File: config.mk
export PLATFORM = sky130hd
export DESIGN_NAME = adc_run_counter_flat
export DESIGN_NICKNAME = d
export VERILOG_FILES = /design/src/rtl/adc_run_counter_if.sv /design/src/rtl/adc_run_counter.sv /design/src/flat_wrapper.sv
export SDC_FILE = /design/constraint.sdc
export NUM_CORES = 1
export LEC_CHECK = 0
export BUFFER_PORTS_ARGS = -buffer_cell sky130_fd_sc_hd__buf_2
export CORE_MARGIN = 5
export CORE_UTILIZATION = 59
export DETAILED_ROUTE_END_ITERATION = 10
export GPL_ROUTABILITY_DRIVEN = 0
export PLACE_DENSITY = 0.8
export SKIP_LAST_GASP = 1
export SLEW_MARGIN = 20
export SYNTH_ARGS = -nofsm -noshare
export SYNTH_HDL_FRONTEND = slang
export SYNTH_SLANG_ARGS = --single-unit
File: constraint.sdc
create_clock -name clock -period 4 [get_ports clock]
set_clock_uncertainty 0.05 [all_clocks]
set_input_delay 0.8 -clock clock [delete_from_list [all_inputs] [get_ports clock]]
set_output_delay 0.8 -clock clock [all_outputs]
set_load 0.02 [all_outputs]
File: src/rtl/adc_run_counter_if.sv
//-----------------------------------------------------------------------------
// adc_run_counter_if : ADC handshake, sample data and run-count result bundle
// Rev 1.0
//-----------------------------------------------------------------------------
`default_nettype none

interface adc_run_counter_if #(
  parameter int W  = 8,
  parameter int OW = 3
);
  logic          eoc;
  logic [W-1:0]  x;
  logic          mode;
  logic          soc;
  logic [OW-1:0] out;

  modport master (output eoc, output x, output mode, input soc, input out);
  modport slave  (input eoc, input x, input mode, output soc, output out);
endinterface

`default_nettype wire

File: src/rtl/adc_run_counter.sv
//-----------------------------------------------------------------------------
// adc_run_counter : captures one ADC sample, counts runs >= MINRUN of a bit value
// Rev 1.0
//-----------------------------------------------------------------------------
`default_nettype none

module adc_run_counter #(
  parameter int W      = 8,
  parameter int MINRUN = 2,
  parameter int OW     = 3,
  parameter int HOLD   = 20
) (
  input  wire logic         clock,
  input  wire logic         reset_,
  adc_run_counter_if.slave  bus
);

  localparam int c_cnt_w  = $clog2(W + 1);
  localparam int c_rl_w   = $clog2(MINRUN + 1);
  localparam int c_wait_w = $clog2(HOLD + 1);

  localparam logic [c_cnt_w-1:0]  c_cnt_init  = c_cnt_w'(W);
  localparam logic [c_cnt_w-1:0]  c_cnt_last  = c_cnt_w'(1);
  localparam logic [c_rl_w-1:0]   c_rl_hit    = c_rl_w'(MINRUN - 1);
  localparam logic [c_rl_w-1:0]   c_rl_max    = c_rl_w'(MINRUN);
  localparam logic [c_wait_w-1:0] c_wait_init = c_wait_w'(HOLD);
  localparam logic [c_wait_w-1:0] c_wait_last = c_wait_w'(1);
  localparam logic [OW-1:0]       c_n_max     = {OW{1'b1}};

  typedef enum logic [2:0] {
    ST_IDLE = 3'd0,
    ST_CAPT = 3'd1,
    ST_SCAN = 3'd2,
    ST_UPD  = 3'd3,
    ST_HOLD = 3'd4
  } state_t;

  state_t              state_q, state_d;
  logic                soc_q, soc_d;
  logic [OW-1:0]       out_q, out_d;
  logic [OW-1:0]       n_q, n_d;
  logic [c_rl_w-1:0]   rl_q, rl_d;
  logic [W-1:0]        buf_q, buf_d;
  logic                mode_q, mode_d;
  logic [c_cnt_w-1:0]  cnt_q, cnt_d;
  logic [c_wait_w-1:0] wait_q, wait_d;
  logic                scan_bit;

  always_comb begin
    state_d  = state_q;
    soc_d    = soc_q;
    out_d    = out_q;
    n_d      = n_q;
    rl_d     = rl_q;
    buf_d    = buf_q;
    mode_d   = mode_q;
    cnt_d    = cnt_q;
    wait_d   = wait_q;
    scan_bit = buf_q[0];

    case (state_q)
      ST_IDLE: begin
        soc_d = 1'b1;
        if (!bus.eoc) state_d = ST_CAPT;
      end
      ST_CAPT: begin
        soc_d  = 1'b0;
        buf_d  = bus.x;
        mode_d = bus.mode;
        n_d    = '0;
        rl_d   = '0;
        cnt_d  = c_cnt_init;
        if (bus.eoc) state_d = ST_SCAN;
      end
      ST_SCAN: begin
        // Fill with the non-matching value so shifted-in bits never extend a run
        buf_d = {~mode_q, buf_q[W-1:1]};
        if (scan_bit == mode_q && rl_q == c_rl_hit) begin
          if (n_q != c_n_max) n_d = n_q + 1'b1;
          rl_d = c_rl_max;
        end else if (scan_bit == mode_q) begin
          if (rl_q < c_rl_max) rl_d = rl_q + 1'b1;
        end else begin
          rl_d = '0;
        end
        cnt_d = cnt_q - 1'b1;
        if (cnt_q == c_cnt_last) state_d = ST_UPD;
      end
      ST_UPD: begin
        out_d   = n_q;
        wait_d  = c_wait_init;
        state_d = ST_HOLD;
      end
      ST_HOLD: begin
        wait_d = wait_q - 1'b1;
        if (wait_q == c_wait_last) begin
          soc_d   = 1'b1;
          state_d = ST_IDLE;
        end
      end
      default: begin
        soc_d   = 1'b1;
        state_d = ST_IDLE;
      end
    endcase
  end

  always_ff @(posedge clock) begin
    n_q    <= n_d;
    rl_q   <= rl_d;
    buf_q  <= buf_d;
    mode_q <= mode_d;
    cnt_q  <= cnt_d;
    wait_q <= wait_d;
    if (!reset_) begin
      state_q <= ST_IDLE;
      soc_q   <= 1'b1;
      out_q   <= '0;
    end else begin
      state_q <= state_d;
      soc_q   <= soc_d;
      out_q   <= out_d;
    end
  end

  assign bus.soc = soc_q;
  assign bus.out = out_q;

endmodule

`default_nettype wire
File: src/flat_wrapper.sv
// flat-port wrapper written by rule: the top's interface ports become plain ports
module adc_run_counter_flat 
#(
  parameter int W      = 8,
  parameter int MINRUN = 2,
  parameter int OW     = 3,
  parameter int HOLD   = 20
)
  (clock, reset_, bus_eoc, bus_x, bus_mode, bus_soc, bus_out);
  adc_run_counter_if #(.W(W), .OW(OW)) bus_i ();
  input  wire logic clock;
  input  wire logic reset_;
  input wire logic [$bits(bus_i.eoc)-1:0] bus_eoc;
  input wire logic [$bits(bus_i.x)-1:0] bus_x;
  input wire logic [$bits(bus_i.mode)-1:0] bus_mode;
  output wire logic [$bits(bus_i.soc)-1:0] bus_soc;
  output wire logic [$bits(bus_i.out)-1:0] bus_out;
  assign bus_i.eoc = bus_eoc;
  assign bus_i.x = bus_x;
  assign bus_i.mode = bus_mode;
  assign bus_soc = bus_i.soc;
  assign bus_out = bus_i.out;
  adc_run_counter #(.W(W), .MINRUN(MINRUN), .OW(OW), .HOLD(HOLD)) u_core (.clock(clock), .reset_(reset_), .bus(bus_i));
endmodule
==> impl_metrics.toml <==
[outcome]
status = "finished clean"

[synth]
synth-seq-area-share = 0.581
synth_area_mm2 = 0.00143
synth_cells = 126
yosysTopAreaCell = "edfxtp_1"
ys_ff_latch = 30
avgSynthCellArea_um2 = 11.3
synth_nets = 145
synth_area_leaders = "edfxtp_1 (48%), dfxtp_1 (9.8%), nand2_1 (7.6%)"
yosysWarnings = 0
yosysUniqueCellTypes = 28
yosysTopAreaCellShare = 0.483

[timing]
min_period_ps = 2130
whs_ps = 475
clock.fmax_mhz = 469
fin_setup_tns_ps = 0
hold_viol_final = 0
tightest_slew_ps = 575
rsz0062_at_grt = "false"
final-setup-viol-count = 0
slew_headroom = 0.615
slew_viol_final = 0
period_share = 0.533

[worst_hold_path]
hp-class = "reg2reg"

[die]
die_h_um = 59.2
die-area_mm2 = 0.00351
die_w_um = 59.2
design.core.area_mm2 = 0.00225
io_pins = 16
row_count = 17
start_util = 0.634

[cells_and_area]
drive_gt1_frac = 0.186
postLayoutCellArea_mm2 = 0.00157
final_nets = 163
antenna_cells = 0
fillers = 184
syn2layout_area_growth_pct = 9.63
instances_no_fill = 173

[global_route]
overflow = 0
grt_usage = 0.161
first_global_vias = 966
grt_first_pass_wirelength_um = 4090
grt_max_degree = 15
antenna_found_initial = 0

[clock_tree]
clock_path_buffers = 2
cts_buffers = 5
ctsResizeCount = 0
clk_latency_ps = 330
clk_pin_slew_worst_paths_ps = 100
ctsHoldBuffers = 0
root_buffer = "clkbuf_4"
cts_setup_buffers = 0
clock_sinks = 30
cts_tree = "yes"
cts_max_level = 2

[placed_design]
port_buffers = 15
place_area_mm2 = 0.00151
dp_hpwl_um = 1720
dpl.cell_count = 165

[worst_setup_path]
cp_slowest_cell = "nor3b_2"
critical-path-top-delay-family = "simple AND/OR/NAND/NOR gates"
crit_required_ps = 3940
path_buf_inv = 0
cpPeakStageDelay_ps = 570
critical_path_class = "reg2reg"
cp-start-kind = "flop"
cp_data_arrival_time_ps = 2070
r2r_slack_ps = 1870
cp-end-kind = "flop"
cp_max_fo = 11
crit_path_cell_trace = "nor3b_2 -> nand2_1 -> o31ai_1"

[route]
routedWlPerCell_um = 13.3
post-route-drc-count = 0
vias_per_cell = 5.32
dr.pass1.iters = 4
vias = 921
drt-total-wl_um = 2300
dr.first_iter.drc_count = 35
antenna_left = 0

[power_and_ir_drop]
powerDensity_mw_per_mm2 = 378
p_leak_nw = 0.661
ir_drop_uv = 275

[run]
drv_cap = 0
[state kept, by name (all words and copies together) (netlist names), 2 cells and up]
signal and cells:
u_core.buf_q 8, u_core.wait_q 5, u_core.cnt_q 4, u_core.bus.out 3, u_core.n_q 3, u_core.state_q 3, u_core.rl_q 2
[power breakdown]
part           switching [mW]  internal, mW
registers              0.0100         0.352
logic                  0.0257        0.0197
clock network          0.0992        0.0850
total                   0.135         0.457
[layout by cell type (no fill, tap or decap), types with 2 or more instances in the layout]
master    synthesis  layout
buf_2             2      15
edfxtp_1         23      23
clkbuf_4          0       5
nor4b_1           2       2
nor3_1            3       3
mux2i_1           3       3
ha_1              7       7
inv_1             7       7
o31ai_1           2       2
nor3b_1           3       3
dfxtp_1           7       7
or3b_4            2       2
xnor2_1           6       6
nor2b_1           3       3
a21oi_1           2       2
and2_1            3       3
nor2_1           10      10
nand2_1          29      29
[cell type report]
class / count / area, µm² / area share
inverters: 7 / 26.3 / 0.0168
multi-input cells: 85 / 539 / 0.344
repair buffers: 15 / 75.1 / 0.0479
clock inverters: 1 / 5.00 / 0.00319
well taps: 28 / 35.0 / 0.0224
clock buffers: 7 / 55.1 / 0.0351
flip-flops and latches: 30 / 831 / 0.530
[per-layer routing]
| layer | GRT usage | part of all wire |
|---|---|---|
| met4 | 0.0583 | 0.019 |
| met2 | 0.270 | 0.48 |
| met1 | 0.178 | 0.44 |
| met5 | 0 | 0 |
| met3 | 0.0741 | 0.066 |
[Yosys cell counts, drive strengths merged]
library cell and instances:
o21ai 2, edfxtp 23, nor4 1, nor3b 4, nand3b 1, dfxtp 7
mux2i 3, nor2b 3, nand2b 1, xnor2 6, or3b 3, and2 3
buf 4, a21oi 2, o31a 1, or2b 1, inv 7, mux2 1
o31ai 2, ha 7, nor3 3, nand2 29, nor4b 2, nor2 10
[per-stage QoR]
| stage | setup WS, ps | total power [mW] | utilization |
|---|---|---|---|
| 2_1_floorplan | 2250 | 0.401 | - |
| 3_3_place_gp | 1950 | 0.412 | 0.668 |
| 3_5_place_dp | 1850 | 0.416 | 0.668 |
| 4_1_cts | 1850 | 0.597 | 0.695 |
| 5_1_grt | 1670 | 0.625 | 0.695 |
| 6_report | 1870 | 0.592 | 0.695 |
[path summary, 6_finish.rpt]
check | from | endpoint | cells past startpoint
max | u_core.state_q[1]$_SDFFE_PN0P_ | u_core.n_q[0]$_SDFFCE_PP0P_ | 3
max reg2reg | u_core.state_q[1]$_SDFFE_PN0P_ | u_core.n_q[0]$_SDFFCE_PP0P_ | 3
min reg2reg | u_core.bus.out[1]$_SDFFE_PN0N_ | u_core.bus.out[1]$_SDFFE_PN0N_ | 2
min | u_core.bus.out[1]$_SDFFE_PN0N_ | u_core.bus.out[1]$_SDFFE_PN0N_ | 2
[tightest hold or removal path: cells and delay by family, from the launching register on]
kind | cells | cell delay [ps]
AND/OR/NAND/NOR | 1 | 90
multiplexers | 1 | 70
flip-flops | 1 | 330
[logic make-up after synthesis]
logic type / Yosys count / share of synthesized area
AO/OA/AOI/OAI: 7 / 0.0306
XOR/XNOR: 6 / 0.0368
flip-flops: 30 / 0.581
multiplexers: 4 / 0.0289
AND/OR/NAND/NOR: 61 / 0.220
adder cells (fa/ha/maj): 7 / 0.0613
buffers and inverters: 11 / 0.0412
Note: power is estimated with default switching activity, not from simulation.
